## src/rtl/da_row_collector.sv

```systemverilog
// Output collector for the bit-serial DA array. It tracks the array's bit and row counters,
// captures each finished row, requantises it, and queues it for a valid/ready consumer.
module da_row_collector #(
    parameter int unsigned DATA_WIDTH_A = 8,
    parameter int unsigned M            = 2,
    parameter int unsigned N            = 4,
    parameter int unsigned IN_WIDTH     = 8,
    parameter int unsigned OUT_WIDTH    = 8,
    parameter int unsigned SHIFT        = 0,
    parameter int unsigned RELU_EN      = 0,
    parameter int unsigned CAP_LAT      = 1,
    parameter int unsigned DEPTH        = 4
) (
    input  logic                            clk,
    input  logic                            rst,
    input  logic                            flush,
    input  logic                            gen_done,
    input  logic [N-1:0][IN_WIDTH-1:0]      final_out,
    output logic                            out_valid,
    input  logic                            out_ready,
    output logic [N-1:0][OUT_WIDTH-1:0]     out_row,
    output logic [((M > 1) ? $clog2(M) : 1)-1:0] out_row_idx,
    output logic                            out_last,
    output logic                            stall,
    output logic                            overflow
);
    localparam int unsigned T_W = (DATA_WIDTH_A > 1) ? $clog2(DATA_WIDTH_A) : 1;
    localparam int unsigned M_W = (M > 1) ? $clog2(M) : 1;
    localparam int unsigned A_W = (DEPTH > 1) ? $clog2(DEPTH) : 1;
    localparam int unsigned C_W = A_W + 1;
    localparam int unsigned X_W = IN_WIDTH + 1;
    localparam int unsigned S_W = (X_W > OUT_WIDTH) ? X_W : OUT_WIDTH;

    localparam logic [X_W-1:0]        RND  = X_W'((2 ** SHIFT) >> 1);
    localparam logic signed [S_W-1:0] MAXV = S_W'((64'(1) << (OUT_WIDTH - 1)) - 64'(1));
    localparam logic signed [S_W-1:0] MINV = ~MAXV;

    // Bit-plane and kernel-row counters mirrored from the array.
    logic [T_W-1:0] t_q;
    logic [M_W-1:0] m_q;
    logic           wrap_c;

    assign wrap_c = gen_done && (t_q == T_W'(DATA_WIDTH_A - 1));

    always_ff @(posedge clk) begin
        if (rst || flush) begin
            t_q <= '0;
            m_q <= '0;
        end else if (gen_done) begin
            if (wrap_c) begin
                t_q <= '0;
                m_q <= (m_q == M_W'(M - 1)) ? '0 : M_W'(m_q + M_W'(1));
            end else begin
                t_q <= T_W'(t_q + T_W'(1));
            end
        end
    end

    // Capture tokens wait out the array's result latency.
    logic [CAP_LAT-1:0] pipe_vld;
    logic [M_W-1:0]     pipe_idx [CAP_LAT];

    always_ff @(posedge clk) begin
        if (rst || flush) begin
            pipe_vld <= '0;
            for (int unsigned i = 0; i < CAP_LAT; i++) pipe_idx[i] <= '0;
        end else begin
            pipe_vld[0] <= wrap_c;
            pipe_idx[0] <= m_q;
            for (int unsigned i = 1; i < CAP_LAT; i++) begin
                pipe_vld[i] <= pipe_vld[i-1];
                pipe_idx[i] <= pipe_idx[i-1];
            end
        end
    end

    function automatic logic [OUT_WIDTH-1:0] requant(input logic [IN_WIDTH-1:0] x);
        logic signed [X_W-1:0] v;
        logic signed [S_W-1:0] s;
        v = {x[IN_WIDTH-1], x};
        v = v + RND;
        v = v >>> SHIFT;
        if ((RELU_EN != 0) && v[X_W-1]) v = '0;
        s = S_W'(v);
        if (s > MAXV)      s = MAXV;
        else if (s < MINV) s = MINV;
        return OUT_WIDTH'(s);
    endfunction

    logic [N-1:0][OUT_WIDTH-1:0] row_c;

    always_comb begin
        row_c = '0;
        for (int unsigned i = 0; i < N; i++) row_c[i] = requant(final_out[i]);
    end

    // Row FIFO: requantised data plus kernel row index.
    logic [N-1:0][OUT_WIDTH-1:0] mem_row [DEPTH];
    logic [M_W-1:0]              mem_idx [DEPTH];
    logic [A_W-1:0]              wr_ptr;
    logic [A_W-1:0]              rd_ptr;
    logic [C_W-1:0]              cnt;
    logic [C_W-1:0]              cnt_nxt_c;
    logic                        push_c;
    logic                        pop_c;
    logic                        full_c;
    logic                        acc_c;
    logic                        drop_c;

    assign push_c    = pipe_vld[CAP_LAT-1] && !flush;
    assign pop_c     = out_valid && out_ready;
    assign full_c    = (cnt == C_W'(DEPTH));
    assign acc_c     = push_c && (!full_c || pop_c);
    assign drop_c    = push_c && full_c && !pop_c;
    assign cnt_nxt_c = C_W'(cnt + C_W'(acc_c) - C_W'(pop_c));

    always_ff @(posedge clk) begin
        if (rst) begin
            wr_ptr    <= '0;
            rd_ptr    <= '0;
            cnt       <= '0;
            out_valid <= 1'b0;
            stall     <= 1'b0;
            for (int unsigned i = 0; i < DEPTH; i++) begin
                mem_row[i] <= '0;
                mem_idx[i] <= '0;
            end
        end else if (flush) begin
            wr_ptr    <= '0;
            rd_ptr    <= '0;
            cnt       <= '0;
            out_valid <= 1'b0;
            stall     <= 1'b0;
        end else begin
            if (acc_c) begin
                mem_row[wr_ptr] <= row_c;
                mem_idx[wr_ptr] <= pipe_idx[CAP_LAT-1];
                wr_ptr          <= A_W'(wr_ptr + A_W'(1));
            end
            if (pop_c) rd_ptr <= A_W'(rd_ptr + A_W'(1));
            cnt       <= cnt_nxt_c;
            out_valid <= (cnt_nxt_c != '0);
            stall     <= (cnt_nxt_c >= C_W'(DEPTH - 1));
        end
    end

    // Sticky drop flag survives flush; only reset clears it.
    always_ff @(posedge clk) begin
        if (rst)         overflow <= 1'b0;
        else if (drop_c) overflow <= 1'b1;
    end

    assign out_row     = mem_row[rd_ptr];
    assign out_row_idx = mem_idx[rd_ptr];
    assign out_last    = out_valid && (mem_idx[rd_ptr] == M_W'(M - 1));

endmodule

```

## config.mk

```make
export PLATFORM = sky130hd
export DESIGN_NAME = da_row_collector
export DESIGN_NICKNAME = d
export VERILOG_FILES = /design/src/rtl/da_row_collector.sv
export SDC_FILE = /design/constraint.sdc
export NUM_CORES = 1
export LEC_CHECK = 0
export ABC_AREA = 1
export BUFFER_PORTS_ARGS = -buffer_cell sky130_fd_sc_hd__buf_2
export CORE_ASPECT_RATIO = 2
export CORE_MARGIN = 2
export CORE_UTILIZATION = 45
export CTS_CLUSTER_SIZE = 24
export DETAILED_ROUTE_END_ITERATION = 7
export PLACE_DENSITY_LB_ADDON = 0.1
export SETUP_SLACK_MARGIN = 0.3
export SLEW_MARGIN = 20
export SYNTH_ARGS = -nofsm -noshare
export SYNTH_HDL_FRONTEND = slang
export SYNTH_SLANG_ARGS = --single-unit
```

## constraint.sdc

```tcl
create_clock -name clk -period 3.35 [get_ports clk]
set_clock_uncertainty 0.1 [all_clocks]
set_input_delay 0.335 -clock clk [delete_from_list [all_inputs] [get_ports clk]]
set_output_delay 0.335 -clock clk [all_outputs]
set_load 0.01 [all_outputs]
```

-- After elaboration in Yosys (flattened, before gate mapping)
Memories as Yosys holds them, arrays and structs flattened. A register that Yosys moved wholly into a read port is not among the register bits.
Cells that the tools add are included.
- equal/unequal tests: 2
- magnitude comparators: 9
- reduce and logical (&&, ||, !) cells: 18
- mux-type cells: 31
- add/sub/neg operators: 6
- operators with widths (cell ; count):
    8-bit two-way mux ; 8
    8-bit greater-than comparator (second input constant) ; 4
    8-bit less-than comparator (second input constant) ; 4
    32-bit two-way mux ; 1
    32-bit OR reduction ; 1
    1-bit two-way mux ; 15
    2-bit two-way mux ; 6
    1-bit logical AND ; 7
    3-bit == test (second input constant) ; 2
    2-bit by 1-bit adder with 2-bit output (second input constant) ; 2
    3-bit by 1-bit adder with 3-bit output ; 1
    3-bit by 1-bit adder with 3-bit output (second input constant) ; 1
    3-bit by 2-bit >= comparator with 1-bit output (second input constant) ; 1
    1-bit zero test ; 3
    3-bit two-way mux ; 1
    3-bit nonzero test ; 1
    3-bit by 1-bit subtractor with 3-bit output ; 1
    1-bit logical OR ; 2
    2-bit AND reduction ; 1
    1-bit OR reduction ; 2
    2-bit OR reduction ; 1
    1-bit adder (second input constant) ; 1
- input bits: 37
- bits in registers: 15
- memory bits (writable): 133
- memories: 3
- logic and storage cells: 78
- memories (name ; depth ; bits a word ; read ports ; clocked after Yosys merged registers in ; wr ports ; RTL line ; RTL):
    mem_row ; 4 ; 32 ; 1 ; 1 ; 4 ; 98 ; logic [N-1:0][OUT_WIDTH-1:0] mem_row [DEPTH];
    mem_idx ; 4 ; 1 ; 1 ; 1 ; 4 ; 99 ; logic [M_W-1:0] mem_idx [DEPTH];
    pipe_idx ; 1 ; 1 ; 1 ; 0 ; 1 ; 61 ; logic [M_W-1:0] pipe_idx [CAP_LAT];

-- Logic depth before layout (Yosys ltp)
- depth in word-level cells: 10
- depth in mapped cells: 11
- depth with buffers taken out: 11

-- Worst setup path after synthesis
No wires, ideal clock.
- path type: reg2reg
- from: register out_valid
- to: memory mem_idx[0] in the netlist's numbering, enable pin
- stages on the path, launching flop included: 5
- path slack: -0.342 ns
- arrival: 3.123 ns
- period minus slack after synthesis: 3.692 ns
- path through: dfxtp_1 -> nand2_1 -> nand3_4 -> nand2_1 -> o21ai_0
- RTL lines (item ; RTL line ; RTL):
    start, declared ; 19 ; output logic out_valid,
    start signal, assigned ; 142 ; out_valid <= (cnt_nxt_c != '0);
    end, declared ; 99 ;

==> impl_metrics.yaml <==
floorplan:
  die_width_um: 92.2
  core-area_um2: 15300
  initial_core_util_pct: 45.7
  die_area_um2: 16600
  rows: 64
  io_pins: 74
  die_y_um: 180
logic_synthesis:
  syn-instance-count: 606
  synth_flop_cell: "edfxtp_1"
  ys_types: 32
  synth_edf_count: 132
  ys_seq_area_share_pct: 61.8
  synth-seq-cells: 150
  syn_avg_cell_area_um2: 11.5
  async_reset_ff_share_pct: 0
  syn_nets: 648
  yosysWarnings: 0
  synth_area_um2: 7000
clocking:
  cts_tree: "yes"
  cts_num_sinks: 150
  root_buffer: "clkbuf_16"
  cts_made_buffers: 17
  h-tree-depth: 4
  ctsLongestPathBuffers: 2
  worstSkewPairLatency_ns: 0.43
  clk_pin_slew_worst_paths_ns: 0.06
global_routing:
  gr-total-overflow: 0
  grt_max_degree: 67
  grt_pass1_wl_mm: 26.8
  gr-usage-all-layers_pct: 21.4
  antenna_found_initial: 1
  grt_pass1_vias: 4978
worst_setup_path:
  regToRegSetupSlack_ns: 0.88
  slowest_delay_ns: 0.45
  start_kind: "flop"
  cp_slowest_cell: "buf_4"
  path_max_fanout: 34
  cp-end-kind: "output port"
  cp_cell_sequence: "inv_2 -> buf_4 -> o21ai_0 -> o22ai_1 -> buf_2"
  r2r_start: "pipe_vld"
  criticalPathCategory: "flop to output port"
  worstPathArrival_ns: 2.19
  crit_buf_inv: 3
  critPathTopFamily: "buffers and inverters"
  required_ns: 2.91
routing:
  drc_errors: 0
  met2_wirelength_mm: 9.47
  ant_nets: 0
  drt_iter0_markers: 208
  wire_per_inst_um: 18.9
  dr.pass1.iters: 4
  routed.top_layer: "met4"
  viasPerCell: 5.27
  drt-met1-wl_mm: 6.44
  met3WireLength_um: 475
  wirelength_mm: 16.8
  via_count: 4686
power:
  p_comb_share_pct: 3.8
  p_int_w: 0.00323
  p_leak_nw: 3.24
  p_sw_share_pct: 21.9
  p_per_area_nw_per_um2: 509
  power_switching_w: 0.000906
  seq_power_share_pct: 50.6
  power_w: 0.00414
  ir_drop_mv: 0.369
  p_clk_share_pct: 45.6
layout:
  n_antenna_cell: 0
  area_growth_pct: 16.1
  final_area_um2: 8120
  fill_cells: 1382
  final_layout_size_suffix_gt1_share_pct: 24.7
  fin_nets: 720
  utilization_pct: 53.1
flow_run:
  drv_cap: 0
run_status:
  status: "completed"
place:
  port_buffers: 73
  gp_congestion: 0.780
  pre_cts_slack_ns: 0.741
  placed_area_um2: 7530
  dpl.hpwl_mm: 10.4
timing:
  hold_viol: 0
  whs_ns: 0.0792
  min_period_ns: 2.63
  slew_headroom_pct: 45.7
  worst_slack_ns: 0.722
  final-setup-viol-count: 0
  slew_violations: 0
  fin_crit_sh_pct: 78.4
  rsz0062_at_grt: "false"
  tightestPinTransition_ns: 0.814
  max_freq_mhz: 381
hold_path:
  hold_path.class: "input pin to flop"
  min_from: "gen_done"
## stage by stage
| stage | TNS, ns | cells |
|---|---|---|
| 2_1_floorplan | -22.60 | 606 |
| 3_3_place_gp | 0 | 856 |
| 3_5_place_dp | 0 | 856 |
| 4_1_cts | 0 | 889 |
| 5_1_grt | 0 | 889 |
| 6_report | 0 | 889 |
## kinds of logic (layout without fill, tap and decap cells)
family          after synthesis  after routing  share of synthesized area (%)
buf+inv                      93            178                           6.58
flops                       150            150                           61.8
simple gates                243            243                           21.6
fa+ha+maj                     5              5                           1.00
compound gates              114            114                           8.87
xor+xnor                      1              1                          0.125
## power by group through the flow
stage	combinational, W	sequential [W]	clock (W)
final	0.000158	0.00209	0.00189
after global routing	0.000170	0.00210	0.00199
after CTS	0.000162	0.00209	0.00190
after detailed placement	0.000160	0.00213	0
after global placement	0.000158	0.00213	0
after floorplan	0.0000692	0.00213	0
## layer usage
layer | global-route usage [%] | up-vias
met5 | 0 | -
met4 | 8.36 | 0
met3 | 3.64 | 32
met2 | 39.7 | 93
met1 | 23.8 | 2306
li1 | - | 2255
## worst paths after layout
| kind | endpoint | cells past startpoint |
|---|---|---|
| min | t_q[0] | 2 |
| max | out_row[5] | 5 |
| max reg2reg | mem_row[2][25] | 6 |
| min reg2reg | overflow | 2 |
## area by class of cell
cell class / count / area, µm² / area share, %
Tap cell: 198 / 248 / 3.05
Inverter: 54 / 203 / 2.49
Clock inverter: 13 / 148 / 1.82
Timing Repair Buffer: 92 / 523 / 6.44
Multi-Input combinational cell: 363 / 2240 / 27.6
Clock buffer: 19 / 433 / 5.33
Sequential cell: 150 / 4330 / 53.2
## timing repair
action | in CTS | in global routing
buffers inserted | 0 | 0
gates resized for setup | 0 | 0
hold endpoints to repair | 1 | 0
hold buffers | 1 | 0
## Yosys cell counts (2+ instances only)
cell      number  area share [%]
nand4_4       27             8.2
buf_12         3            0.86
nand3_4        2            0.50
dfxtp_1       18             5.2
nand3_1        3            0.21
a21oi_1        9            0.64
nor2_1       165             8.9
nor2_2         3            0.27
o22ai_1       32             2.9
ha_1           4            0.72
nor2_4         2            0.32
nand4_1        2            0.18
nor3_2         4            0.57
nand2_1       23             1.2
nor3_1         8            0.57
clkbuf_1      12            0.64
buf_6          4            0.64
edfxtp_1     132              57
buf_2         16             1.1
buf_4          3            0.32
o21ai_0       70             5.0
nand3_2        2            0.29
inv_2          2            0.11
inv_1         52             2.8
## registers in the layout, indices dropped and copies added, names as in the netlist, 2 cells and up, named ones only
| name | flops |
|---|---|
| cnt | 3 |
| mem_idx | 4 |
| mem_row | 128 |
| rd_ptr | 2 |
| t_q | 3 |
| wr_ptr | 2 |
## placed cells by master (no fill, tap or decap), types with 3 or more instances in the layout
master	Yosys	layout
inv_6	0	4
a21oi_1	9	9
inv_2	2	4
nor2_1	165	165
nand3_1	3	3
buf_2	16	73
o21ai_4	0	3
nand2_1	23	23
buf_4	3	17
nor3_1	8	8
inv_1	52	50
nor2_2	3	3
ha_1	4	4
clkinvlp_4	0	4
dfxtp_1	18	17
o22ai_1	32	32
edfxtp_1	132	132
clkbuf_16	0	17
nor3_2	4	4
o21ai_0	70	68
nand4_4	27	27
Note: power is estimated with default switching activity, not from simulation.
